===== src/rtl/approx_serial_sub_if.sv =====
`default_nettype none
// ============================================================================
// Module      : approx_serial_sub_if
// Description : Operand/result handshake bundle for approx_serial_sub.
// Revision    : 1.0 - initial release
// ============================================================================
interface approx_serial_sub_if #(
    parameter int W = 8
);
    logic         in_valid;
    logic         in_ready;
    logic [W-1:0] a;
    logic [W-1:0] b;
    logic         mode;
    logic         out_valid;
    logic         out_ready;
    logic [W-1:0] diff;
    logic         borrow;
    logic         busy;

    modport master (
        output in_valid, a, b, mode, out_ready,
        input  in_ready, out_valid, diff, borrow, busy
    );

    modport slave (
        input  in_valid, a, b, mode, out_ready,
        output in_ready, out_valid, diff, borrow, busy
    );
endinterface
`default_nettype wire


===== src/rtl/approx_serial_sub.sv =====
`default_nettype none
// ============================================================================
// Module      : approx_serial_sub
// Description : Bit-serial LSB-first A-B (A + ~B + 1) with optional xRN
//               approximate carry on the low APPROX_BITS bits.
// Revision    : 1.0 - initial release
// ============================================================================
module approx_serial_sub #(
    parameter int W           = 8,
    parameter int APPROX_BITS = 4
) (
    input  wire logic           clk,
    input  wire logic           rst,
    approx_serial_sub_if.slave  bus
);
    localparam int               KW            = (W > 1) ? $clog2(W) : 1;
    localparam logic [KW-1:0]    c_K_LAST      = KW'(W - 1);
    localparam logic [KW:0]      c_APPROX_LIM  = (KW+1)'(APPROX_BITS);

    typedef enum logic [1:0] {
        S_IDLE = 2'd0,
        S_RUN  = 2'd1,
        S_DONE = 2'd2
    } state_t;

    state_t         r_state;
    logic [W-1:0]   r_a;
    logic [W-1:0]   r_nb;
    logic           r_mode;
    logic           r_c;
    logic [KW-1:0]  r_k;
    logic           r_pa;
    logic           r_pnb;
    logic [W-1:0]   r_diff;
    logic           r_borrow;
    logic           r_in_ready;
    logic           r_out_valid;
    logic           r_busy;

    logic           w_ak;
    logic           w_nk;
    logic           w_p;
    logic           w_f;
    logic           w_approx;
    logic           w_c_next;
    logic           w_bit;

    assign w_ak = r_a[r_k];
    assign w_nk = r_nb[r_k];
    assign w_p  = w_ak ^ w_nk;

    // xRN carry: i4=ak, i3=nk, i2=c, i1=previous ak, i0=previous nk
    assign w_f = (~w_ak & ~w_nk &  r_c &  r_pa)
               | (~w_ak &  w_nk & ~r_c &  r_pa)
               | ( w_nk &  r_c  &  r_pnb)
               | ( w_ak & ~w_nk & ~r_c &  r_pnb)
               | ( w_ak &  r_c  & ~r_pa)
               | ( w_ak &  w_nk & ~r_pa)
               | ( w_ak &  w_nk &  r_c);

    assign w_approx = r_mode && ({1'b0, r_k} < c_APPROX_LIM);
    assign w_c_next = w_approx ? w_f
                               : ((w_ak & w_nk) | (w_ak & r_c) | (w_nk & r_c));
    assign w_bit    = w_p ^ (w_approx ? w_f : r_c);

    always_ff @(posedge clk) begin
        if (rst) begin
            r_state     <= S_IDLE;
            r_a         <= '0;
            r_nb        <= '0;
            r_mode      <= 1'b0;
            r_c         <= 1'b0;
            r_k         <= '0;
            r_pa        <= 1'b0;
            r_pnb       <= 1'b0;
            r_diff      <= '0;
            r_borrow    <= 1'b0;
            r_in_ready  <= 1'b1;
            r_out_valid <= 1'b0;
            r_busy      <= 1'b0;
        end else begin
            case (r_state)
                S_IDLE: begin
                    if (bus.in_valid) begin
                        r_a        <= bus.a;
                        r_nb       <= ~bus.b;
                        r_mode     <= bus.mode;
                        r_c        <= 1'b1;
                        r_k        <= '0;
                        r_pa       <= 1'b0;
                        r_pnb      <= 1'b0;
                        r_in_ready <= 1'b0;
                        r_busy     <= 1'b1;
                        r_state    <= S_RUN;
                    end
                end
                S_RUN: begin
                    r_diff[r_k] <= w_bit;
                    r_c         <= w_c_next;
                    r_pa        <= w_ak;
                    r_pnb       <= w_nk;
                    r_k         <= r_k + KW'(1);
                    if (r_k == c_K_LAST) begin
                        r_borrow    <= ~w_c_next;
                        r_out_valid <= 1'b1;
                        r_state     <= S_DONE;
                    end
                end
                S_DONE: begin
                    // Release returns to IDLE only; acceptance waits a cycle
                    if (bus.out_ready) begin
                        r_out_valid <= 1'b0;
                        r_busy      <= 1'b0;
                        r_in_ready  <= 1'b1;
                        r_state     <= S_IDLE;
                    end
                end
                default: begin
                    r_out_valid <= 1'b0;
                    r_busy      <= 1'b0;
                    r_in_ready  <= 1'b1;
                    r_state     <= S_IDLE;
                end
            endcase
        end
    end

    assign bus.in_ready  = r_in_ready;
    assign bus.out_valid = r_out_valid;
    assign bus.diff      = r_diff;
    assign bus.borrow    = r_borrow;
    assign bus.busy      = r_busy;
endmodule
`default_nettype wire


===== src/flat_wrapper.sv =====
// flat-port wrapper written by rule: the top's interface ports become plain ports
module approx_serial_sub_flat 
#(
    parameter int W           = 8,
    parameter int APPROX_BITS = 4
)
  (clk, rst, bus_in_valid, bus_a, bus_b, bus_mode, bus_out_ready, bus_in_ready, bus_out_valid, bus_diff, bus_borrow, bus_busy);
  approx_serial_sub_if #(.W(W)) bus_i ();
  input  wire logic clk;
  input  wire logic rst;
  input wire logic [$bits(bus_i.in_valid)-1:0] bus_in_valid;
  input wire logic [$bits(bus_i.a)-1:0] bus_a;
  input wire logic [$bits(bus_i.b)-1:0] bus_b;
  input wire logic [$bits(bus_i.mode)-1:0] bus_mode;
  input wire logic [$bits(bus_i.out_ready)-1:0] bus_out_ready;
  output wire logic [$bits(bus_i.in_ready)-1:0] bus_in_ready;
  output wire logic [$bits(bus_i.out_valid)-1:0] bus_out_valid;
  output wire logic [$bits(bus_i.diff)-1:0] bus_diff;
  output wire logic [$bits(bus_i.borrow)-1:0] bus_borrow;
  output wire logic [$bits(bus_i.busy)-1:0] bus_busy;
  assign bus_i.in_valid = bus_in_valid;
  assign bus_i.a = bus_a;
  assign bus_i.b = bus_b;
  assign bus_i.mode = bus_mode;
  assign bus_i.out_ready = bus_out_ready;
  assign bus_in_ready = bus_i.in_ready;
  assign bus_out_valid = bus_i.out_valid;
  assign bus_diff = bus_i.diff;
  assign bus_borrow = bus_i.borrow;
  assign bus_busy = bus_i.busy;
  approx_serial_sub #(.W(W), .APPROX_BITS(APPROX_BITS)) u_core (.clk(clk), .rst(rst), .bus(bus_i));
endmodule

===== config.mk =====
export PLATFORM = sky130hd
export DESIGN_NAME = approx_serial_sub_flat
export DESIGN_NICKNAME = d
export VERILOG_FILES = /design/src/rtl/approx_serial_sub_if.sv /design/src/rtl/approx_serial_sub.sv /design/src/flat_wrapper.sv
export SDC_FILE = /design/constraint.sdc
export NUM_CORES = 1
export LEC_CHECK = 0
export CAP_MARGIN = 10
export CORE_ASPECT_RATIO = 1.25
export CORE_UTILIZATION = 56
export CTS_CLUSTER_SIZE = 25
export DETAILED_ROUTE_END_ITERATION = 6
export MAX_ROUTING_LAYER = met4
export PLACE_DENSITY_LB_ADDON = 0.05
export RECOVER_POWER = 50
export SYNTH_ARGS = -nofsm -noshare
export SYNTH_HDL_FRONTEND = slang
export SYNTH_SLANG_ARGS = --single-unit

===== constraint.sdc =====
create_clock -name clk -period 4.4 [get_ports clk]
set_input_delay 0.66 -clock clk [delete_from_list [all_inputs] [get_ports clk]]
set_output_delay 0.66 -clock clk [all_outputs]
set_load 0.01 [all_outputs]

==> metrics.md, run 1 <==
| Metric | Value |
|---|---|
| Num CTS Buffers | 5 |
| Placed insts | 274 |
| RSZ-0062 raised after global routing | false |
| Placer Congestion | 0.933 |
| Reg clk slew, reported paths | 0.11 ns |
| Register area | 741 um2 |
| Post-CTS Hold Fix Bufs | 0 |
| Mapped cell area | 1840 um2 |
| Post-synthesis xor/xnor area fraction | 0% |
| Resized cells post-CTS | 0 |
| Reg2reg setup slack | 1.27 ns |
| Cell taking the most area after synthesis | dfxtp_1 |
| Tmin final | 3.13 ns |
| WS Path Type | reg -> reg |
| Setup TNS | 0 ns |
| Required time of the worst setup path | 4.65 ns |
| Power per cell area | 304 nW/um2 |
| # diodes | 0 |
| Crit. End Element | flip-flop |
| Core Box Area | 3030 um2 |
| Post-synth top area share | 40.2% |
| Worst EP arrival | 3.38 ns |
| CP Max Fanout | 16 |
| Synth warn | 0 |
| Vias in the first global route | 1570 |
| Setup Skew | 0.0102 ns |
| Detail Placement HPWL | 3040 um |
| Simple-gate share of the synthesized area | 23.8% |
| Initial Utilization | 60.9% |
| Wirelength per Cell | 14.5 um |
| DR vias/cell | 5.74 |
| Post-synthesis cell type count | 40 |
| Tcrit/Tclk final | 71.1% |
| Die ar. | 3530 um2 |
| Sequential share of the synthesized area | 40.2% |
| Top cells by area, synth | dfxtp_1 (40%), nand2_1 (6.9%), mux2i_1 (6.5%) |
| Most used DFF post-synth | dfxtp_1 |
| # fillers | 255 |
| Worst Hold Class | reg -> reg |
| Post-Synth Adder-Cell Area | 4.07% |
| Crit start category | flip-flop |
| LEAKAGE | 0.849 nW |
| H-tree Lvls | 2 |
| Number of nets in the layout | 272 |
| Post-CTS Setup Repair Bufs | 0 |
| Synthesized area per cell | 8.42 um2 |
| FP Rows | 22 |
| Clock Root Buffer | clkbuf_4 |
| Die width | 53.3 um |
| # DRC | 0 |
| Max Clk Rate | 0.320 GHz |
| Layout cells sized above 1 | 4.47% |
| Max Cap Viol | 0 |
| Post-synth EDFFs | 0 |
| Post-synthesis cell count | 219 |
| FFs w/ async S/R, synth | 0% |
| Clock Sink Count | 37 |
| Detailed Route WL | 4080 um |
| First-pass GRT wire length | 6890 um |
| Slew @ Worst Pin | 1.23 ns |
| Port Buffers | 32 |
| Clock Latency Late Sink | 0.35 ns |
| Outcome | finished, final reports clean |
| Max_slew headroom | 18.3% |
| Final Setup Violations | 0 |
| Final Hold Fails | 0 |
| GRT Total Usage | 27.8% |
| Slew Viols, Final | 0 |
| Antenna violations before repair | 0 |
| Slowest stage cell on the critical path | dfxtp_1 |
| Mux share of post-synthesis cell area | 7.73% |
| Die H | 66.2 um |
| Post-route ant nets | 0 |
| CTS Buffer Depth | 2 |
| Largest net degree at the start of global routing | 27 |
| Fin util | 72.1% |
| Gr ovfl total | 0 |
| Worst IR drop on VDD | 0.000271 V |
| Multi-input logic area | 1010 um2 |
| Pre-antenna DRT Iters | 4 |
| Synth Register Bits | 37 |
| Area grow syn2layout | 18.5% |
| # IOs | 33 |
| Layout Cells excl Fill | 282 |
| Post-synthesis compound-gate area fraction | 19.0% |
| Slowest stage delay, CP | 0.75 ns |
| CTS tree | done |
| Routed via count | 1620 |
| DRT iter0 DRCs | 38 |
| Largest family of logic cells by synthesized area | simple AND/OR/NAND/NOR gates |
| CP cell instances | and2b_1 > a22oi_1 > and3_1 > inv_1 > ha_1 > mux2i_1 > o21ai_0 > a211oi_4 > nand2_2 > o31a_1 > a32o_1 |
| Post-synthesis net count | 246 |
## cells in the final DEF, fill, tap and decap left out, types with 4 or more instances in the layout
master           instances
mux2i_1                 12
nand2_1                 34
ha_1                     6
o21ai_0                  4
dlygate4sd3_1           14
a211oi_1                10
dfxtp_1                 37
nor2_1                  27
clkbuf_4                 5
nand2b_1                 4
clkdlybuf4s50_1         18
a21oi_1                 18
a22oi_1                  4
inv_1                    4
nand3_1                  8
nor2b_1                  6
## cells in the mapped netlist, types with 3 or more instances
| cell | count |
|---|---|
| mux2i_1 | 12 |
| a22oi_1 | 4 |
| nand2b_1 | 4 |
| ha_1 | 6 |
| dfxtp_1 | 37 |
| o21ai_0 | 4 |
| clkbuf_1 | 7 |
| a211oi_1 | 10 |
| inv_1 | 4 |
| nor2b_1 | 6 |
| nor2_1 | 27 |
| nand3_1 | 8 |
| a21oi_1 | 18 |
| a32o_1 | 3 |
| nand2_1 | 34 |
## where the power goes
group / total [mW] / switching (mW) / internal, mW
Sequential: 0.370 / 0.0177 / 0.352
Combinational: 0.117 / 0.0625 / 0.0547
Clock: 0.178 / 0.115 / 0.0630
Total: 0.664 / 0.195 / 0.470
## stage by stage
stage / power [mW] / area [um2] / setup slack, ns / hold slack [ns]
2_1_floorplan: 0.453 / 1840 / 1.90 / 0.436
4_1_cts: 0.668 / 2190 / 1.32 / 0.464
6_report: 0.664 / 2180 / 1.27 / 0.462
5_1_grt: 0.695 / 2180 / 1.03 / 0.496
3_5_place_dp: 0.495 / 2140 / 1.36 / 0.449
3_3_place_gp: 0.488 / 2140 / 1.49 / 0.445
## worst max-delay path: cells and delay by family, from the launching register on
| kind | cells | cell delay, ns |
|---|---|---|
| AO/OA/AOI/OAI | 5 | 1.19 |
| buffers and inverters | 1 | 0.09 |
| flip-flops | 1 | 0.75 |
| multiplexers | 1 | 0.13 |
| AND/OR/NAND/NOR | 3 | 0.65 |
| adder cells (fa/ha/maj) | 1 | 0.21 |
## state kept, by name, indices dropped and copies added, names as in the netlist
| register | count |
|---|---|
| u_core.r_pa | 1 |
| u_core.r_state | 2 |
| u_core.bus.busy | 1 |
| u_core.r_mode | 1 |
| u_core.bus.borrow | 1 |
| u_core.bus.diff | 8 |
| u_core.r_c | 1 |
| u_core.bus.in_ready | 1 |
| u_core.r_nb | 8 |
| u_core.r_a | 8 |
| u_core.r_pnb | 1 |
| u_core.r_k | 3 |
| u_core.bus.out_valid | 1 |
## layout make-up
class	instances	share of cell area (%)
multi-input cells	164	46.1
flip-flops and latches	37	33.9
repair buffers	33	14.8
clock buffers	7	2.06
well taps	36	2.06
inverters	4	0.687
clock inverters	1	0.344
## logic make-up after synthesis
kind of cell | Yosys count
AOI/OAI and AO/OA | 51
and+or+nand+nor | 94
DFF | 37
muxes | 13
buffers and inverters | 18
adders and majority gates | 6
## worst paths after layout
path / from / end / depth (start not counted)
setup / recovery: u_core.r_k[1] / u_core.bus.diff[3] / 11
hold / removal: u_core.r_a[2] / u_core.r_a[2] / 2
setup reg to reg: u_core.r_k[1] / u_core.bus.diff[3] / 11
hold reg to reg: u_core.r_a[2] / u_core.r_a[2] / 2
## layer usage
metal	track usage (%)	wire [um]	vias to the layer above
met5	-	0	-
met2	45.2	1940	54
met1	30.4	1810	735
met3	6.90	169	16
met4	15.5	161	0
li1	-	-	815
Note: power is estimated with default switching activity, not from simulation.
==> run 2, diff against run 1 <==
--- a/config.mk
+++ b/config.mk
@@ -7,7 +7,7 @@
 export LEC_CHECK = 0
 export CAP_MARGIN = 10
 export CORE_ASPECT_RATIO = 1.25
-export CORE_UTILIZATION = 56
+export CORE_UTILIZATION = 47
 export CTS_CLUSTER_SIZE = 25
 export DETAILED_ROUTE_END_ITERATION = 6
 export MAX_ROUTING_LAYER = met4
==> constraint.sdc (replaced) <==
create_clock -name clk -period 2.55 [get_ports clk]
set_input_delay 0.3825 -clock clk [delete_from_list [all_inputs] [get_ports clk]]
set_output_delay 0.3825 -clock clk [all_outputs]
set_load 0.01 [all_outputs]
==> run 2 against run 1 <==
  * Maximum frequency is 23% higher
  * First-iteration DRC count increased by 130%
  * Critical path depth did not move
  * Non-clock buffer count up 20
  * Setup slack got worse by 1.3 ns
  * Critical path type unchanged
  * Highest routed layer unchanged
==> metrics.md, run 2 (synthesized netlist as in run 1, its figures left out) <==
| Metric | Value |
|---|---|
| Outcome | finished, final reports clean |
| Vias in the first global route | 1625 (+3.5%) |
| Gr ovfl total | 0 (unchanged) |
| Clock Root Buffer | clkbuf_8 |
| Number of nets in the layout | 292 (+7.4%) |
| H-tree Lvls | 2 (unchanged) |
| Most frequent cells in the layout | dfxtp_1 (34), nand2_1 (33), clkdlybuf4s50_1 (30) |
| RSZ-0062 raised after global routing | true |
| Worst r2r src | u_core.r_k[1] |
| Slew @ Worst Pin | 1.02 ns (-0.205 ns) |
| Max Cap Viol | 0 (unchanged) |
| Die ar. | 4180 um2 (+18%) |
| Multi-input logic area | 1070 um2 (+6.7%) |
| Port Buffers | 32 (unchanged) |
| Max_slew headroom | 32.0% (+14 points) |
| Placed Instance Area | 2280 um2 (+6.8%) |
| # fillers | 323 (+27%) |
| CP cell instances | mux2i_4 > a22oi_2 > and3_4 > inv_2 > ha_4 > mux2i_1 > o21ai_2 > a211oi_4 > nand2_2 > o31a_1 > a32o_2 |
| Max Clk Rate | 0.394 GHz (+23%) |
| DRT iter0 DRCs | 87 (+130%) |
| Tmin final | 2.54 ns (-0.592 ns) |
| GRT Total Usage | 23.4% (-4.4 points) |
| Worst Hold Class | reg -> reg |
| Post-placement worst setup slack | -0.198 ns (-1.55 ns) |
| Slowest stage cell on the critical path | dfxtp_4 |
| Area grow syn2layout | 34.1% |
| Crit start category | flip-flop |
| Post-CTS Hold Fix Bufs | 0 (unchanged) |
| Worst Reg2Reg Path Length in Cells | 11 (unchanged) |
| Slew Viols, Final | 0 (unchanged) |
| Required time of the worst setup path | 2.73 ns (-1.92 ns) |
| Final Hold Fails | 0 (unchanged) |
| Wirelength per Cell | 14.6 um (+0.53%) |
| Clock Sink Count | 37 (unchanged) |
| Reg clk slew, reported paths | 0.07 ns (-0.04 ns) |
| Placed insts | 295 (+7.7%) |
| Register area | 749 um2 (+1.2%) |
| Layout Cells excl Fill | 306 (+8.5%) |
| Setup Skew | 0.00681 ns (-0.00335 ns) |
| Layout cells sized above 1 | 17.7% (+13 points) |
| DR vias/cell | 5.49 (-4.4%) |
| Placer Congestion | 0.894 (-4.2%) |
| Worst IR drop on VDD | 0.000434 V (+60%) |
| RR Endpoint | u_core.bus.diff[3] |
| Finished Cell Area | 2470 um2 (+13%) |
| Fin util | 65.9% (-6.3 points) |
| Hold path start | u_core.bus.diff[4] |
| Die H | 72.0 um (+8.9%) |
| CTS Buffer Depth | 2 (unchanged) |
| Num CTS Buffers | 5 (unchanged) |
| Worst EP arrival | 2.72 ns (-0.66 ns) |
| WHS Endpoint | u_core.bus.diff[4] |
| LEAKAGE | 0.950 nW (+12%) |
| Largest net degree at the start of global routing | 26 (-3.7%) |
| Detail Placement HPWL | 3340 um (+9.9%) |
| Antenna violations before repair | 0 (unchanged) |
| Most common cell after layout, fill and taps aside | dfxtp_1 |
| Routed via count | 1681 (+3.8%) |
| Core Box Area | 3750 um2 (+24%) |
| Power per cell area | 570 nW/um2 (+87%) |
| WS Path Type | reg -> reg |
| Pre-antenna DRT Iters | 6 (+2) |
| # diodes | 0 (unchanged) |
| # IOs | 33 (unchanged) |
| First-pass GRT wire length | 7310 um (+6.1%) |
| Die width | 58.0 um (+8.8%) |
| Post-route setup slack | 0.0138 ns (-1.26 ns) |
| Slowest stage delay, CP | 0.38 ns (-0.37 ns) |
| Detailed Route WL | 4460 um (+9.1%) |
| CP Max Fanout | 6 (-10) |
| Clock Latency Late Sink | 0.29 ns (-0.06 ns) |
| Final Setup Violations | 0 (unchanged) |
| # DRC | 0 (unchanged) |
| Post-route ant nets | 0 (unchanged) |
| CTS tree | done |
| Initial Utilization | 49.1% (-12 points) |
| Tcrit/Tclk final | 99.5% (+28 points) |
| Reg2reg setup slack | 0.01 ns (-1.26 ns) |
| Worst Hold Depth | 2 (unchanged) |
| Setup crit start | u_core.r_k[1] |
| FP Rows | 25 (+14%) |
| Crit. End Element | flip-flop |
==> run 2: cell count changes in the layout (fill, tap and decap cells not counted), moves of 3 or more <==
cell,delta
clkbuf_8,+5
dfxtp_1,-3
clkbuf_4,-5
clkdlybuf4s50_1,+12
buf_4,+17
dlygate4sd3_1,-12
==> run 2: critical path, delay by kind of cell (launching register included) <==
| kind | cells | cell delay (ns) |
|---|---|---|
| compound gates | 5 | 1.17 |
| flops | 1 | 0.38 |
| mux | 2 | 0.37 |
| simple gates | 2 | 0.32 |
| buf+inv | 1 | 0.06 |
| fa+ha+maj | 1 | 0.15 |
==> run 2: what timing repair did <==
item / CTS / global route
pin swaps: 3 / 13
gates resized for setup: 3 / 20
endpoints found under the setup margin: 10 / 9
cloned: 0 / 0
setup buffers: 0 / 4
==> run 2: worst max-delay path by stage <==
stage / endpoint / slack, ns / depth (start not counted)
after floorplan: u_core.bus.diff[3] / 0.05 / 12
after global placement: u_core.bus.diff[3] / -0.11 / 12
after detailed placement: u_core.bus.diff[3] / -0.20 / 12
after CTS: u_core.bus.diff[3] / 0.004 / 12
after global routing: u_core.bus.diff[3] / -0.12 / 11
final: u_core.bus.diff[3] / 0.01 / 11
==> run 2: routing by layer <==
layer | GRT usage, % | part of all wire [%] | vias up | routed length [um]
li1 | - | - | 852 | -
met3 | 4.10 | 3.3 | 12 | 145
met5 | - | 0 | - | 0
met4 | 10.8 | 3.1 | 0 | 139
met2 | 39.2 | 51 | 43 | 2290
met1 | 27.0 | 42 | 774 | 1880
==> run 2: metrics by stage <==
stage	total power, mW	hold WS (ns)	setup TNS, ns
after floorplan	0.781	0.436	0
after global placement	0.877	0.442	-0.542
after detailed placement	0.886	0.447	-1.25
after CTS	1.40	0.458	0
after global routing	1.48	0.489	-0.391
final	1.41	0.456	0
==> run 2: power by group <==
group / internal, mW / leakage (nW) / switching (mW)
Combinational: 0.134 / 0.586 / 0.125
Clock: 0.293 / 0.0585 / 0.220
Sequential: 0.606 / 0.305 / 0.0306
Total: 1.03 / 0.950 / 0.376
==> run 2: cell type report <==
class / count / area share, %
clock buffers: 5 / 2.78
clock inverters: 3 / 1.77
inverters: 4 / 0.607
multi-input cells: 164 / 43.5
flip-flops and latches: 37 / 30.3
well taps: 40 / 2.02
repair buffers: 53 / 19.0
==> run 3, diff against run 2 <==
--- a/config.mk
+++ b/config.mk
@@ -12,7 +12,6 @@
 export DETAILED_ROUTE_END_ITERATION = 6
 export MAX_ROUTING_LAYER = met4
 export PLACE_DENSITY_LB_ADDON = 0.05
-export RECOVER_POWER = 50
 export SYNTH_ARGS = -nofsm -noshare
 export SYNTH_HDL_FRONTEND = slang
 export SYNTH_SLANG_ARGS = --single-unit
==> run 3 against run 2 <==
  * Via count grew 0.12%
  * Flip-flop and latch count stayed put
  * Routed wire length grew 0.34%
  * Clock-buffer cell count did not move
  * Largest cell class unchanged
==> metrics.md, run 3 (synthesized netlist as in run 1, its figures left out) <==
| Metric | Value |
|---|---|
| Most common cell after layout, fill and taps aside | dfxtp_1 |
| Worst Hold Class | reg -> reg |
| # diodes | 0 (unchanged) |
| Seq pwr share | 45.1% (about the same) |
| Clock power share | 36.3% (about the same) |
| Finished Cell Area | 2480 um2 (+0.46%) |
| Outcome | finished, final reports clean |
| Final Setup Violations | 0 (unchanged) |
| CP Max Fanout | 6 (unchanged) |
| Worst Hold Depth | 2 (unchanged) |
| Crit. End Element | flip-flop |
| Tmin final | 2.54 ns (+0.00214 ns) |
| Vias in the first global route | 1625 (unchanged) |
| CTS tree | done |
| Slew @ Worst Pin | 0.627 ns (-0.393 ns) |
| Cell Int Power | 1.04 mW (+0.25%) |
| Slew Viols, Final | 0 (unchanged) |
| WHS Endpoint | u_core.bus.diff[4] |
| Clock Latency Late Sink | 0.29 ns (about the same) |
| Required time of the worst setup path | 2.73 ns (about the same) |
| Hold path start | u_core.bus.diff[4] |
| Worst Reg2Reg Path Length in Cells | 11 (unchanged) |
| Placer Congestion | 0.894 (unchanged) |
| First-pass GRT wire length | 7310 um (unchanged) |
| Max Clk Rate | 0.394 GHz (about the same) |
| # IOs | 33 (unchanged) |
| Placed insts | 295 (unchanged) |
| Final Hold Fails | 0 (unchanged) |
| Switch Pwr | 0.376 mW (about the same) |
| FP Rows | 25 (unchanged) |
| WS Path Type | reg -> reg |
| H-tree Lvls | 2 (unchanged) |
| Tcrit/Tclk final | 99.5% (about the same) |
| DRT iter0 DRCs | 88 (+1.1%) |
| Reg2reg setup slack | 0.01 ns (about the same) |
| Num CTS Buffers | 5 (unchanged) |
| Setup Skew | 0.00714 ns (+0.000334 ns) |
| RSZ-0062 raised after global routing | true |
| Pre-antenna DRT Iters | 6 (unchanged) |
| Worst r2r src | u_core.r_k[1] |
| Routed via count | 1683 (+0.12%) |
| # DRC | 0 (unchanged) |
| Die ar. | 4180 um2 (unchanged) |
| Post-placement worst setup slack | -0.198 ns (unchanged) |
| Post-route setup slack | 0.0117 ns (-0.00214 ns) |
| Reg clk slew, reported paths | 0.07 ns (about the same) |
| Post-CTS Hold Fix Bufs | 0 (unchanged) |
| Max_slew headroom | 58.1% (+26 points) |
| Worst EP arrival | 2.72 ns (about the same) |
| Die H | 72.0 um (unchanged) |
| Gate power share | 18.6% (+0.2 points) |
| Initial Utilization | 49.1% (unchanged) |
| Setup TNS | 0 ns (unchanged) |
| Max Cap Viol | 0 (unchanged) |
| Post-route ant nets | 0 (unchanged) |
| Wirelength per Cell | 14.6 um (+0.34%) |
| Power per cell area | 568 nW/um2 (-0.28%) |
| Worst IR drop on VDD | 0.000435 V (+0.11%) |
| Detailed Route WL | 4470 um (+0.34%) |
| Gr ovfl total | 0 (unchanged) |
| Clock Root Buffer | clkbuf_8 |
| Clock Sink Count | 37 (unchanged) |
| Port Buffers | 32 (unchanged) |
| LEAKAGE | 0.961 nW (+1.2%) |
| RR Endpoint | u_core.bus.diff[1] |
| Number of nets in the layout | 292 (unchanged) |
| Crit start category | flip-flop |
| Sw Ratio | 26.6% (-0.056 points) |
| CTS Buffer Depth | 2 (unchanged) |
| Layout Cells excl Fill | 306 (unchanged) |
| Largest net degree at the start of global routing | 26 (unchanged) |
| Die width | 58.0 um (unchanged) |
| Core Box Area | 3750 um2 (unchanged) |
| Tot Pwr | 1.41 mW (+0.18%) |
| DR vias/cell | 5.50 (+0.12%) |
| Area grow syn2layout | 34.7% |
| Antenna violations before repair | 0 (unchanged) |
| Most frequent cells in the layout | dfxtp_1 (34), nand2_1 (33), clkdlybuf4s50_1 (32) |
| Layout cells sized above 1 | 18.8% (+1.1 points) |
| Detail Placement HPWL | 3340 um (unchanged) |
| GRT Total Usage | 23.4% (unchanged) |
| Placed Instance Area | 2280 um2 (unchanged) |
run 3: cell count changes in the layout (fill, tap and decap cells not counted):
cell	change
clkdlybuf4s50_1	+2
and2_1	+1
and2_0	-1
buf_4	+3
clkbuf_1	-3
dlygate4sd3_1	-2
run 3: worst max path at each step:
stage             startpoint                  to  slack [ns]  depth (start not counted)
2_1_floorplan  u_core.r_k[1]  u_core.bus.diff[3]        0.05                         12
6_report       u_core.r_k[1]  u_core.bus.diff[1]        0.01                         11
5_1_grt        u_core.r_k[1]  u_core.bus.diff[3]       -0.12                         11
4_1_cts        u_core.r_k[0]  u_core.bus.diff[3]       0.004                         12
3_5_place_dp   u_core.r_k[1]  u_core.bus.diff[3]       -0.20                         12
3_3_place_gp   u_core.r_k[1]  u_core.bus.diff[3]       -0.11                         12
run 3: worst max-delay path, cell delays in order, from the launching register on:
cell and delay [ns]:
dfxtp_4 0.38, mux2i_4 0.20, a22oi_2 0.21, and3_4 0.24
inv_2 0.06, ha_4 0.15, mux2i_1 0.17, o21ai_2 0.10
a211oi_4 0.25, nand2_2 0.08, o31a_1 0.33, a32o_1 0.28
run 3: power groups by stage:
stage	Clock (mW)	Sequential, mW	Combinational, mW
3_3_place_gp	0	0.645	0.232
3_5_place_dp	0	0.646	0.240
2_1_floorplan	0	0.638	0.144
5_1_grt	0.552	0.641	0.289
6_report	0.513	0.637	0.262
4_1_cts	0.523	0.632	0.243
run 3: through the flow:
stage | util (%) | hold WS [ns]
floorplan | - | 0.436
global placement | 60.8 | 0.442
detailed placement | 60.8 | 0.447
CTS | 63.9 | 0.458
global route | 66.2 | 0.489
finish | 66.2 | 0.455
run 3: final cells by class:
class,count,area [um2]
fillers,322,1270
multi-input cells,164,1070
flip-flops and latches,37,749
repair buffers,53,482
clock buffers,5,68.8
well taps,40,50.0
clock inverters,3,43.8
inverters,4,15.0
run 3: timing repair:
item / 4_1_cts / 5_1_grt
setup buffers: 0 / 4
pin swaps: 3 / 13
resized for setup: 3 / 20
setup endpoints to repair: 10 / 9
run 3: layer usage:
metal,global-route usage (%),wire length (um),vias up
li1,-,-,852
met1,27.0,1850,771
met2,39.2,2300,48
met3,4.10,183,12
met4,10.8,139,0
met5,-,0,-
